--- src/rtl/k_cmult_arb.sv ---
// Round-robin arbiter that shares one combinational complex multiplier
// among NREQ requesters and registers each product with its owner id.
module k_cmult_arb #(
    parameter int NREQ = 4,
    localparam int IDW = (NREQ > 1) ? $clog2(NREQ) : 1
) (
    input  logic                 clk,
    input  logic                 rst,
    input  logic [NREQ-1:0]      req_valid,
    input  logic [16*NREQ-1:0]   req_a,
    input  logic [16*NREQ-1:0]   req_b,
    output logic [NREQ-1:0]      req_ready,
    output logic [15:0]          mul_in0,
    output logic [15:0]          mul_in1,
    input  logic [15:0]          mul_out,
    output logic                 res_valid,
    output logic [15:0]          res_data,
    output logic [IDW-1:0]       res_id,
    input  logic                 res_ready,
    output logic [15:0]          op_count
);

    typedef enum logic {
        EMPTY = 1'b0,
        FULL  = 1'b1
    } state_t;

    state_t          state_q, state_d;
    logic [15:0]     res_data_q, res_data_d;
    logic [IDW-1:0]  res_id_q, res_id_d;
    logic [IDW-1:0]  ptr_q, ptr_d;
    logic [15:0]     op_count_q, op_count_d;

    logic            slot_free;
    logic            gnt_any;
    logic [IDW-1:0]  gnt_idx;
    logic [IDW:0]    sum;

    assign slot_free = (state_q == EMPTY) || res_ready;

    // Scan from ptr upward with wrap; first valid index wins.
    // Reset gates the grant so req_ready stays low while rst is high.
    always_comb begin
        gnt_any = 1'b0;
        gnt_idx = '0;
        sum     = '0;
        if (slot_free && !rst) begin
            for (int k = 0; k < NREQ; k++) begin
                sum = {1'b0, ptr_q} + (IDW+1)'(k);
                if (sum >= (IDW+1)'(NREQ)) begin
                    sum = sum - (IDW+1)'(NREQ);
                end
                if (!gnt_any && req_valid[sum[IDW-1:0]]) begin
                    gnt_any = 1'b1;
                    gnt_idx = sum[IDW-1:0];
                end
            end
        end
    end

    always_comb begin
        req_ready = '0;
        mul_in0   = '0;
        mul_in1   = '0;
        for (int k = 0; k < NREQ; k++) begin
            if (gnt_any && (gnt_idx == IDW'(k))) begin
                req_ready[k] = 1'b1;
                mul_in0      = req_a[16*k +: 16];
                mul_in1      = req_b[16*k +: 16];
            end
        end
    end

    always_comb begin
        state_d    = state_q;
        res_data_d = res_data_q;
        res_id_d   = res_id_q;
        ptr_d      = ptr_q;
        op_count_d = op_count_q;
        if (gnt_any) begin
            state_d    = FULL;
            res_data_d = mul_out;
            res_id_d   = gnt_idx;
            op_count_d = op_count_q + 16'd1;
            if (gnt_idx == IDW'(NREQ - 1)) begin
                ptr_d = '0;
            end else begin
                ptr_d = gnt_idx + IDW'(1);
            end
        end else if ((state_q == FULL) && res_ready) begin
            state_d = EMPTY;
        end
    end

    always_ff @(posedge clk or posedge rst) begin
        if (rst) begin
            state_q    <= EMPTY;
            res_data_q <= '0;
            res_id_q   <= '0;
            ptr_q      <= '0;
            op_count_q <= '0;
        end else begin
            state_q    <= state_d;
            res_data_q <= res_data_d;
            res_id_q   <= res_id_d;
            ptr_q      <= ptr_d;
            op_count_q <= op_count_d;
        end
    end

    assign res_valid = (state_q == FULL);
    assign res_data  = res_data_q;
    assign res_id    = res_id_q;
    assign op_count  = op_count_q;

endmodule

--- config.mk ---
export PLATFORM = sky130hd
export DESIGN_NAME = k_cmult_arb
export DESIGN_NICKNAME = d
export VERILOG_FILES = /design/src/rtl/k_cmult_arb.sv
export SDC_FILE = /design/constraint.sdc
export NUM_CORES = 1
export LEC_CHECK = 0
export CAP_MARGIN = 20
export CORE_ASPECT_RATIO = 0.6
export CORE_MARGIN = 4
export CORE_UTILIZATION = 36
export DETAILED_ROUTE_END_ITERATION = 10
export PLACE_DENSITY = 0.95
export SYNTH_ARGS = -nofsm -noshare
export SYNTH_HDL_FRONTEND = slang
export SYNTH_SLANG_ARGS = --single-unit
--- constraint.sdc ---
create_clock -name clk -period 8.3 [get_ports clk]
set_clock_uncertainty 0.2 [all_clocks]
set_input_delay 1.245 -clock clk [delete_from_list [all_inputs] [get_ports clk]]
set_output_delay 1.245 -clock clk [all_outputs]
set_load 0.1 [all_outputs]
==> run summary <==
Number of nets with antenna violations after routing: 0. The number of vias in the routed layout is 3564. Summed over all cells, the static leakage comes to 2.16 nW. For this run, the number of Yosys warnings is 0. The average cell area after synthesis was 7.46 sq um; the count of input and output buffers was 221. The flow ran to the end, and the final reports show no timing, DRC or antenna violations. Summing all placed instances gives a cell area of 4880 sq um. In this run, synthesis inferred 0 flip-flops with an integrated enable. In the synthesized netlist, the number of instances is 359. The actual slew at the worst max-slew pin was 1.02 ns. Once the floorplan was initialized, standard cells occupied 37.0% of the core.

The clock period minus worst slack is 6.56 ns. The total number of clock tree sinks is 37, and the chip height is 74.8 microns. The via count of the first global-routing pass was 3254. Yosys instantiated no cell more often than sky130_fd_sc_hd__nand2_1. For the post-route cell area, the log shows 5070 sq um. The first routing iteration left 297 violations. The critical path is of the in -> out type. The number of nets in the synthesized netlist is 515.

Overall power consumption after layout is estimated at 1.23 mW. At the worst endpoint, the required time is 6.86 ns. The floorplan step defined a core boundary enclosing 7240 sq um. Static timing analysis puts the maximum clock frequency at 152 MHz. Total of cells resized after clock tree synthesis: 0. After synthesis the cells add up to 2680 sq um. The initialized floorplan defines 24 standard-cell rows. The run gives 0 as the global route total overflow. The most critical setup path has its startpoint at req_valid[0]. The number of cells traversed by the worst register-to-register path came out at 7. Dividing the detail-routed wire length by the instance count gives 17.7 microns. The startpoint identified for the worst register-to-register timing path is res_valid. The hold-fix buffer count after cts was 0.

The power density normalized to cell area is 242 nW/um^2, and the top-level port count is 222. Share of async-settable or async-resettable flops after synthesis: 100%. The H-tree was split into 2 levels. Setup repair after global routing left no endpoint under its margin.

Entering global routing, the biggest net connects 64 pins. The number of diodes added for antenna fixing is 0. Total wire length after detailed routing: 11.8 mm. Setup violations remaining at the end of the flow were counted as 0. For the final routed database, the setup TNS stands at 0 ns. After the last flow step, the layout net total stands at 721. Of the available clock period, the critical path in the final layout requires 79.1%. STA classifies the critical path startpoint as an input port. For the worst-skew pair, the clock arrives at the later sink with an insertion delay of 0.27 ns. Summed over its instances, the top area cell type makes up 34.6% of the synthesized netlist area. For the first-pass GRT wire length, the log shows 17.4 mm. The pre-antenna-repair detailed-routing pass consisted of 4 iterations. The run gives 24.5% as the total routing usage reported by global routing. The final RePlAce weighted congestion came out at 0.887. The run gives 572 as the count of fill cells added during filler insertion. Predominant post-synthesis flop cell: sky130_fd_sc_hd__dfrtp_1.

STA classifies the critical path endpoint as an output pin. The tools report the detailed placer's ending HPWL as 9.08 mm. The max-slew violation count was 0. The clock passes through at most 2 buffers.

The fraction of layout cells with a size suffix above 1 works out to 9.38%. Summed over all instances, the cell type with the most area after synthesis is sky130_fd_sc_hd__dfrtp_1. The tools report the final routed DRC violation total as 0. The commonest cells after synthesis are 92 x sky130_fd_sc_hd__nand2_1, 63 x sky130_fd_sc_hd__a21oi_1, 38 x sky130_fd_sc_hd__nor2_1.

Clock-pin slew on the worst setup and hold paths: 0.05 ns. TritonCTS built the clock tree. In this run the worst path has a maximum fanout of 32. The relative slew slack was 31.7%. In this run the worst hold path is classified as reg -> reg. The initial antenna violation count was 0.

Buffers added to address setup during post-CTS repair amount to 0. The endpoint of the most critical register-to-register path is ptr_q[1]. TritonCTS created 5 clock buffers. Synthesis instantiated 35 different standard cells from the library.

Counting flops and latches in the post-synthesis netlist gives 37. The number of failing hold endpoints at the final stage is 0, and the layout overhead on the synthesized area is 89.2%. The tools report the endpoint of the worst setup timing path as req_ready[0]. The tools report the maximum VDD drop as 171 uV. Root buffer selected by CTS: sky130_fd_sc_hd__clkbuf_16.

The die width was 119 microns; the arrival time reported for the critical path endpoint was 5.12 ns. Area of the die: 8930 sq um. Across the run, the number of max-cap violations was 0. By area the synthesized netlist is led by sky130_fd_sc_hd__dfrtp_1 35%, sky130_fd_sc_hd__nand2_1 13%, sky130_fd_sc_hd__a21oi_1 12%. After synthesis, flip-flops and latches occupy 34.6% of the total area. Dividing the detail-routed via count by the number of cells gives 5.33. The worst register-to-register path has a setup slack of 5.54 ns.

The tools report the hold slack as 0.275 ns.
==> worst max-delay path, stage by stage <==
cell and delay [ns]:
sky130_fd_sc_hd__clkdlybuf4s50_1 0.53, sky130_fd_sc_hd__nor4_4 0.48, sky130_fd_sc_hd__or3_1 0.74, sky130_fd_sc_hd__nor4_4 0.16, sky130_fd_sc_hd__inv_1 0.14, sky130_fd_sc_hd__ha_1 0.16
sky130_fd_sc_hd__buf_4 0.33, sky130_fd_sc_hd__and2_1 0.19, sky130_fd_sc_hd__clkdlybuf4s50_1 1.13
==> logic make-up after synthesis <==
| logic type | synth area share, % |
|---|---|
| AND/OR/NAND/NOR | 28.0 |
| AO/OA/AOI/OAI | 24.7 |
| flip-flops | 34.6 |
| buffers and inverters | 5.18 |
| XOR/XNOR | 4.90 |
| adder cells (fa/ha/maj) | 2.34 |
| multiplexers | 0.374 |
==> layout make-up <==
type | count | area [sq um] | share of cell area [%]
repair buffers | 228 | 2210 | 43.6
multi-input cells | 289 | 1630 | 32.1
flip-flops and latches | 37 | 926 | 18.3
well taps | 104 | 130 | 2.57
clock buffers | 5 | 125 | 2.47
clock inverters | 2 | 35.0 | 0.691
inverters | 4 | 15.0 | 0.296
==> placed cells by master, fill, tap and decap left out, drive strengths merged, types with 2 or more instances in the layout <==
cell           synthesis  final
buf                   11     39
a22oi                  2      2
clkinv                 1      2
and3                   3      3
a21o                   2      2
nor4                   3      3
nand2b                 2      2
nor3                   2      2
xnor2                 14     14
o221ai                32     32
inv                    3      3
and2                   4      4
dfrtp                 37     37
nand3                  7      7
clkbuf                18      5
ha                     5      5
nand4                  6      6
nor2                  38     38
clkdlybuf4s50          0    189
a21oi                 63     63
nor2b                  3      3
nand2                 92     92
==> through the flow <==
| stage | setup slack, ns | utilization [%] | instances |
|---|---|---|---|
| 6_report | 1.74 | 70.0 | 669 |
| 5_1_grt | 1.50 | 70.0 | 669 |
| 4_1_cts | 1.40 | 69.7 | 668 |
| 3_5_place_dp | 1.39 | 67.4 | 661 |
| 3_3_place_gp | 1.57 | 67.2 | 660 |
| 2_1_floorplan | 2.27 | - | 359 |
==> registers in the layout (all words and copies together) (netlist names) <==
name       cells
op_count      16
ptr_q          2
res_data      16
res_id         2
res_valid      1
==> per-layer routing <==
metal	global-route usage [%]	up-vias	share of wire (%)
li1	-	1671	-
met1	31.4	1714	40
met2	41.2	171	48
met3	9.23	8	11
met4	3.81	0	0.75
met5	0	-	0
==> power breakdown <==
group          switching (mW)  internal, mW  total, mW
clock                  0.0663         0.139      0.205
combinational           0.562         0.213      0.775
sequential             0.0333         0.213      0.246
==> worst min-delay path by stage <==
| stage | from | endpoint | slack (ns) | cells past startpoint |
|---|---|---|---|---|
| global placement | res_data[1] | res_data[1] | 0.26 | 2 |
| finish | res_data[8] | res_data[8] | 0.28 | 2 |
| detailed placement | res_data[3] | res_data[3] | 0.27 | 2 |
| CTS | op_count[15] | op_count[15] | 0.28 | 1 |
| global route | op_count[15] | op_count[15] | 0.29 | 1 |
| floorplan | ptr_q[0] | ptr_q[0] | 0.33 | 2 |
(Power assumes the default switching activity.)
